[config.mk]
export PLATFORM = sky130hd
export DESIGN_NAME = usb_tx_phy_flat
export DESIGN_NICKNAME = d
export VERILOG_FILES = /design/src/rtl/usb_tx_phy_if.sv /design/src/rtl/usb_tx_phy.sv /design/src/flat_wrapper.sv
export SDC_FILE = /design/constraint.sdc
export NUM_CORES = 1
export LEC_CHECK = 0
export ABC_AREA = 1
export CAP_MARGIN = 15
export CORE_AREA = 2 2 47 59
export DETAILED_ROUTE_END_ITERATION = 7
export DIE_AREA = 0 0 49 61
export PLACE_DENSITY = 0.79
export SYNTH_ARGS = -nofsm -noshare
export SYNTH_HDL_FRONTEND = slang
export SYNTH_SLANG_ARGS = --single-unit
[constraint.sdc]
create_clock -name clk -period 1.9 [get_ports clk]
set_input_delay 0.19 -clock clk [delete_from_list [all_inputs] [get_ports clk]]
set_output_delay 0.19 -clock clk [all_outputs]
set_load 0.02 [all_outputs]
[src/rtl/usb_tx_phy_if.sv]
// Byte-feed handshake between a transmit FIFO and the USB transmit PHY.
// Handshake: tx_valid high means tx_data holds a byte; the PHY pulses
// tx_strobe for one cycle in the cycle it takes tx_data, and the FIFO
// advances on that pulse. tx_data is only meaningful while tx_valid is high.
interface usb_tx_phy_if;
   logic [7:0] tx_data;
   logic       tx_valid;
   logic       tx_strobe;

   // FIFO side
   modport master (output tx_data, output tx_valid, input tx_strobe);
   // PHY side
   modport slave  (input tx_data, input tx_valid, output tx_strobe);
endinterface

[src/rtl/usb_tx_phy.sv]
// USB full-speed transmit PHY: SYNC, NRZI-encoded bit-stuffed payload, EOP.
// Bytes are pulled from a FIFO one at a time; the packet ends when the FIFO
// has no byte ready at a byte boundary.
module usb_tx_phy #(
   parameter int CLKS_PER_BIT = 4
) (
   input  logic               clk,
   input  logic               reset,
   usb_tx_phy_if.slave        tx_if,
   output logic               usb_dp,
   output logic               usb_dn,
   output logic               usb_oe,
   output logic               busy,
   output logic [2:0]         dbg_state
);

   localparam int CW = (CLKS_PER_BIT > 1) ? $clog2(CLKS_PER_BIT) : 1;
   localparam logic [CW-1:0] LAST_CYC = CW'(CLKS_PER_BIT - 1);

   typedef enum logic [2:0] {
      IDLE    = 3'd0,
      SYNC    = 3'd1,
      DATA    = 3'd2,
      EOP_SE0 = 3'd3,
      EOP_J   = 3'd4
   } state_t;

   state_t        r_state;
   logic [CW-1:0] r_cyc;      // cycle within the current bit period
   logic [2:0]    r_bit_cnt;  // index of the last data bit sent (or EOP period)
   logic [2:0]    r_ones;     // consecutive ones, drives bit stuffing
   logic [7:0]    r_byte;     // byte being sent (0x80 during SYNC)
   logic          r_line;     // NRZI line level: 1 = J, 0 = K

   state_t        w_state_nx;
   logic [CW-1:0] w_cyc_nx;
   logic [2:0]    w_bit_cnt_nx;
   logic [2:0]    w_ones_nx;
   logic [7:0]    w_byte_nx;
   logic          w_line_nx;
   logic          w_strobe;
   logic          w_start_bit;
   logic          w_bit_val;
   logic          w_period_end;
   logic [2:0]    w_next_idx;

   assign w_period_end = (r_cyc == LAST_CYC);
   assign w_next_idx   = r_bit_cnt + 3'd1;

   // State and datapath registers; reset abandons any packet in flight.
   always_ff @(posedge clk) begin
      if (reset) begin
         r_state   <= IDLE;
         r_cyc     <= '0;
         r_bit_cnt <= '0;
         r_ones    <= '0;
         r_byte    <= '0;
         r_line    <= 1'b1;
      end else begin
         r_state   <= w_state_nx;
         r_cyc     <= w_cyc_nx;
         r_bit_cnt <= w_bit_cnt_nx;
         r_ones    <= w_ones_nx;
         r_byte    <= w_byte_nx;
         r_line    <= w_line_nx;
      end
   end

   // Next-state logic: bit timing, byte boundaries, stuffing and NRZI.
   always_comb begin
      w_state_nx   = r_state;
      w_cyc_nx     = w_period_end ? '0 : r_cyc + CW'(1);
      w_bit_cnt_nx = r_bit_cnt;
      w_ones_nx    = r_ones;
      w_byte_nx    = r_byte;
      w_line_nx    = r_line;
      w_strobe     = 1'b0;
      w_start_bit  = 1'b0;
      w_bit_val    = 1'b0;

      case (r_state)
         IDLE: begin
            w_cyc_nx  = '0;
            w_line_nx = 1'b1;
            if (tx_if.tx_valid) begin
               // SYNC is 0x80 LSB first; its first bit is a 0, which also
               // clears the ones counter.
               w_state_nx   = SYNC;
               w_bit_cnt_nx = '0;
               w_byte_nx    = 8'h80;
               w_start_bit  = 1'b1;
               w_bit_val    = 1'b0;
            end
         end
         SYNC, DATA: begin
            if (w_period_end) begin
               if (r_ones == 3'd6) begin
                  // Stuffed zero; the byte position does not advance, so a
                  // stuff after bit 7 delays the byte boundary by one period.
                  w_start_bit = 1'b1;
                  w_bit_val   = 1'b0;
               end else if (r_bit_cnt == 3'd7) begin
                  w_bit_cnt_nx = '0;
                  if (tx_if.tx_valid) begin
                     w_strobe    = 1'b1;
                     w_state_nx  = DATA;
                     w_byte_nx   = tx_if.tx_data;
                     w_start_bit = 1'b1;
                     w_bit_val   = tx_if.tx_data[0];
                  end else begin
                     w_state_nx = EOP_SE0;
                  end
               end else begin
                  w_bit_cnt_nx = w_next_idx;
                  w_start_bit  = 1'b1;
                  w_bit_val    = r_byte[w_next_idx];
               end
            end
         end
         EOP_SE0: begin
            w_line_nx = 1'b1;
            if (w_period_end) begin
               if (r_bit_cnt == 3'd1) begin
                  w_state_nx   = EOP_J;
                  w_bit_cnt_nx = '0;
               end else begin
                  w_bit_cnt_nx = r_bit_cnt + 3'd1;
               end
            end
         end
         EOP_J: begin
            w_line_nx = 1'b1;
            if (w_period_end) begin
               w_state_nx = IDLE;
            end
         end
         default: begin
            w_state_nx = IDLE;
         end
      endcase

      // NRZI: a zero toggles the line, a one holds it and counts toward a stuff.
      if (w_start_bit) begin
         if (w_bit_val) begin
            w_ones_nx = r_ones + 3'd1;
         end else begin
            w_ones_nx = '0;
            w_line_nx = ~r_line;
         end
      end
   end

   // Line drive decoded from the registered state.
   always_comb begin
      usb_dp = 1'b1;
      usb_dn = 1'b0;
      case (r_state)
         SYNC, DATA: begin
            usb_dp = r_line;
            usb_dn = ~r_line;
         end
         EOP_SE0: begin
            usb_dp = 1'b0;
            usb_dn = 1'b0;
         end
         default: begin
            usb_dp = 1'b1;
            usb_dn = 1'b0;
         end
      endcase
   end

   assign usb_oe          = (r_state != IDLE);
   assign busy            = (r_state != IDLE);
   assign tx_if.tx_strobe = w_strobe & ~reset;
   assign dbg_state       = r_state;

endmodule

[src/flat_wrapper.sv]
// flat-port wrapper written by rule: the top's interface ports become plain ports
module usb_tx_phy_flat 
#(
   parameter int CLKS_PER_BIT = 4
)
  (clk, reset, usb_dp, usb_dn, usb_oe, busy, dbg_state, tx_if_tx_data, tx_if_tx_valid, tx_if_tx_strobe);
  usb_tx_phy_if tx_if_i ();
  input  logic clk;
  input  logic reset;
  output logic usb_dp;
  output logic usb_dn;
  output logic usb_oe;
  output logic busy;
  output logic [2:0] dbg_state;
  input wire logic [$bits(tx_if_i.tx_data)-1:0] tx_if_tx_data;
  input wire logic [$bits(tx_if_i.tx_valid)-1:0] tx_if_tx_valid;
  output wire logic [$bits(tx_if_i.tx_strobe)-1:0] tx_if_tx_strobe;
  assign tx_if_i.tx_data = tx_if_tx_data;
  assign tx_if_i.tx_valid = tx_if_tx_valid;
  assign tx_if_tx_strobe = tx_if_i.tx_strobe;
  usb_tx_phy #(.CLKS_PER_BIT(CLKS_PER_BIT)) u_core (.clk(clk), .reset(reset), .tx_if(tx_if_i), .usb_dp(usb_dp), .usb_dn(usb_dn), .usb_oe(usb_oe), .busy(busy), .dbg_state(dbg_state));
endmodule
==> summary.md <==
| Metric | Value |
|---|---|
| Sink Count | 20 |
| Starting Density | 50.8% |
| Vias in the first global route | 1,155 |
| Ys async rst share | 0% |
| F_max | 0.557 GHz |
| Slew Limit Fails | 0 |
| Post-synth EDFFs | 0 |
| First-pass GRT wire length | 4730 um |
| Total CTS buffers | 3 |
| Routed vias | 1,196 |
| Slowest stage cell on the critical path | clkdlybuf4s50_1 |
| Antenna Cells | 0 |
| Setup_tns | 0 ns |
| Fin nets | 222 |
| Worst-margin pin slew | 0.440 ns |
| Port Buf Inserts | 18 |
| Sequential element share of the synthesized area | 32.5% |
| CP top delay family | buffers and inverters |
| Yosys cell types | 27 |
| Status | finished, final reports clean |
| Hpwl dp | 2180 um |
| First-pass DRT Iterations | 4 |
| DRC Markers | 0 |
| Sequential cell area | 400 um^2 |
| CP max FO | 8 |
| Remaining max-slew budget at the tightest pin | 70.5% |
| Tcrit/Tclk final | 94.5% |
| Worst-path cell chain | inv_2 -> buf_4 -> nand2_4 -> clkdlybuf4s50_1 |
| Final setup fails | 0 |
| Max Cap Viol | 0 |
| DR iter-0 viols | 23 |
| Arrival @ worst endpoint | 1.61 ns |
| Worst-path clk slew | 0.10 ns |
| CP Buf/Inv Count | 3 |
| Worst path required time | 1.71 ns |
| Die area | 2990 um^2 |
| Top FF cell, synth | dfxtp_1 |
| Gate Count Post-Synth | 176 |
| Yosys reg bits | 20 |
| Synth Cell Area | 1230 um^2 |
| CP max stage delay | 0.62 ns |
| Critical path launch point type | register |
| Final Skew | 0.00336 ns |
| Synth-to-Final Area Change | 22.2% |
| Peak supply drop | 0.00124 V |
| CTS tree | built |
| Dpl ws | 0.0715 ns |
| Initial antenna violation count | 0 |
| Area of placed instances | 1490 um^2 |
| Grt ovf | 0 |
| Power Dens Cells | 1590 nW/um^2 |
| Final Cell Area | 1510 um^2 |
| Most frequent cells in the layout | inv_1 (27), nand3_1 (24), nand2_1 (23), dfxtp_1 (20), nor2_1 (19) |
| Largest net degree at the start of global routing | 11 |
| Std cell rows | 20 |
| DIE HEIGHT | 61 um |
| H-tree lvl count | 1 |
| Mapped Avg Cell Area | 7.01 um^2 |
| Net Count, Synth | 194 |
| CTS Root Cell | clkbuf_4 |
| Reg2Reg Setup Slack | 0.27 ns |
| Vias per cell | 5.09 |
| Final hold violation count | 0 |
| Leakage | 0.678 nW |
| Worst-Skew Late Latency | 0.30 ns |
| Top Ports | 19 |
| Per-cell routed wire length | 11.4 um |
| Post-CTS Setup Repair Bufs | 0 |
| Critical Path End Type | primary output |
| Total core area | 2430 um^2 |
| Hold WC Path Type | reg -> reg |
| Yosys warns | 0 |
| Layout cell share with drive strength beyond 1 | 13.9% |
| PnR worst setup slack | 0.104 ns |
| Tot GR Track Use | 20.9% |
| RSZ-0062 raised after global routing | false |
| Kind of critical path | reg -> out |
| Fin cells | 235 |
| Multi-input logic area | 698 um^2 |
| DRT antenna net count | 0 |
| GP Congestion | 0.909 |
| Most common cell after layout, fill and taps aside | inv_1 |
| Placed insts | 232 |
| Fill cell count | 250 |
| Die span in x | 49 um |
| Post-layout min period | 1.80 ns |
| Max Buffers Root-to-Sink | 2 |
| Final WL | 2670 um |
| Power, Total | 2.39 mW |
==> stage by stage <==
step,hold slack [ns],util (%)
4_1_cts,0.437,62.3
2_1_floorplan,0.350,-
5_1_grt,0.455,62.1
3_3_place_gp,0.407,61.5
3_5_place_dp,0.422,61.5
6_report,0.433,62.1
==> power by group <==
part           total, mW  switching, mW  internal (mW)
Sequential         0.621         0.0811          0.540
Combinational       1.58          0.993          0.583
Clock              0.195          0.121         0.0739
==> what timing repair did <==
item,CTS,global route
pin swaps,0,0
endpoints found under the setup margin,3,1
gates resized for setup,3,3
hold buffers,0,0
==> worst paths after layout <==
path	from	endpoint	cells after the start
max reg2reg	u_core.dbg_state[1]	u_core.r_bit_cnt[0]	8
min	u_core.r_cyc[0]	u_core.r_cyc[0]	1
min reg2reg	u_core.r_cyc[0]	u_core.r_cyc[0]	1
max	u_core.dbg_state[2]	usb_oe	4
==> kinds of logic (layout without fill, tap and decap cells) <==
logic type	after synthesis	after routing	share of synthesized area, %
flip-flops	20	20	32.5
buffers and inverters	33	59	11.0
AO/OA/AOI/OAI	38	38	17.9
adder cells (fa/ha/maj)	7	7	7.10
AND/OR/NAND/NOR	78	78	31.6
==> Yosys cell counts (2+ instances only) <==
| cell | instances | share of area [%] |
|---|---|---|
| o21ai_0 | 13 | 5.3 |
| nand2_1 | 23 | 7.0 |
| nand3_1 | 24 | 9.7 |
| inv_1 | 27 | 8.2 |
| dfxtp_1 | 20 | 32 |
| nand2_2 | 3 | 1.5 |
| o211ai_1 | 2 | 1.2 |
| nor2_4 | 2 | 1.8 |
| o21ai_2 | 2 | 1.4 |
| inv_2 | 2 | 0.61 |
| a21oi_1 | 16 | 6.5 |
| nor2_1 | 19 | 5.8 |
| o21ai_1 | 2 | 0.81 |
| nand2_4 | 2 | 1.8 |
| ha_1 | 7 | 7.1 |
==> routing by layer <==
layer,up-vias,track usage [%],wire (um)
li1,625,-,-
met1,543,21.9,1120
met2,23,42.1,1430
met3,5,3.20,75
met4,0,8.57,38
met5,-,0,0
==> state kept, by name, indices dropped and copies added, names as in the netlist <==
register          cells
u_core.r_bit_cnt      3
u_core.r_line         1
u_core.r_ones         3
u_core.r_byte         8
u_core.r_cyc          2
u_core.dbg_state      3
==> layout make-up <==
type | instances | share of cell area, %
multi-input cells | 123 | 46.3
inverters | 30 | 7.47
well taps | 33 | 2.74
flip-flops and latches | 20 | 26.6
repair buffers | 26 | 15.4
clock buffers | 3 | 1.49
(Power assumes the default switching activity.)
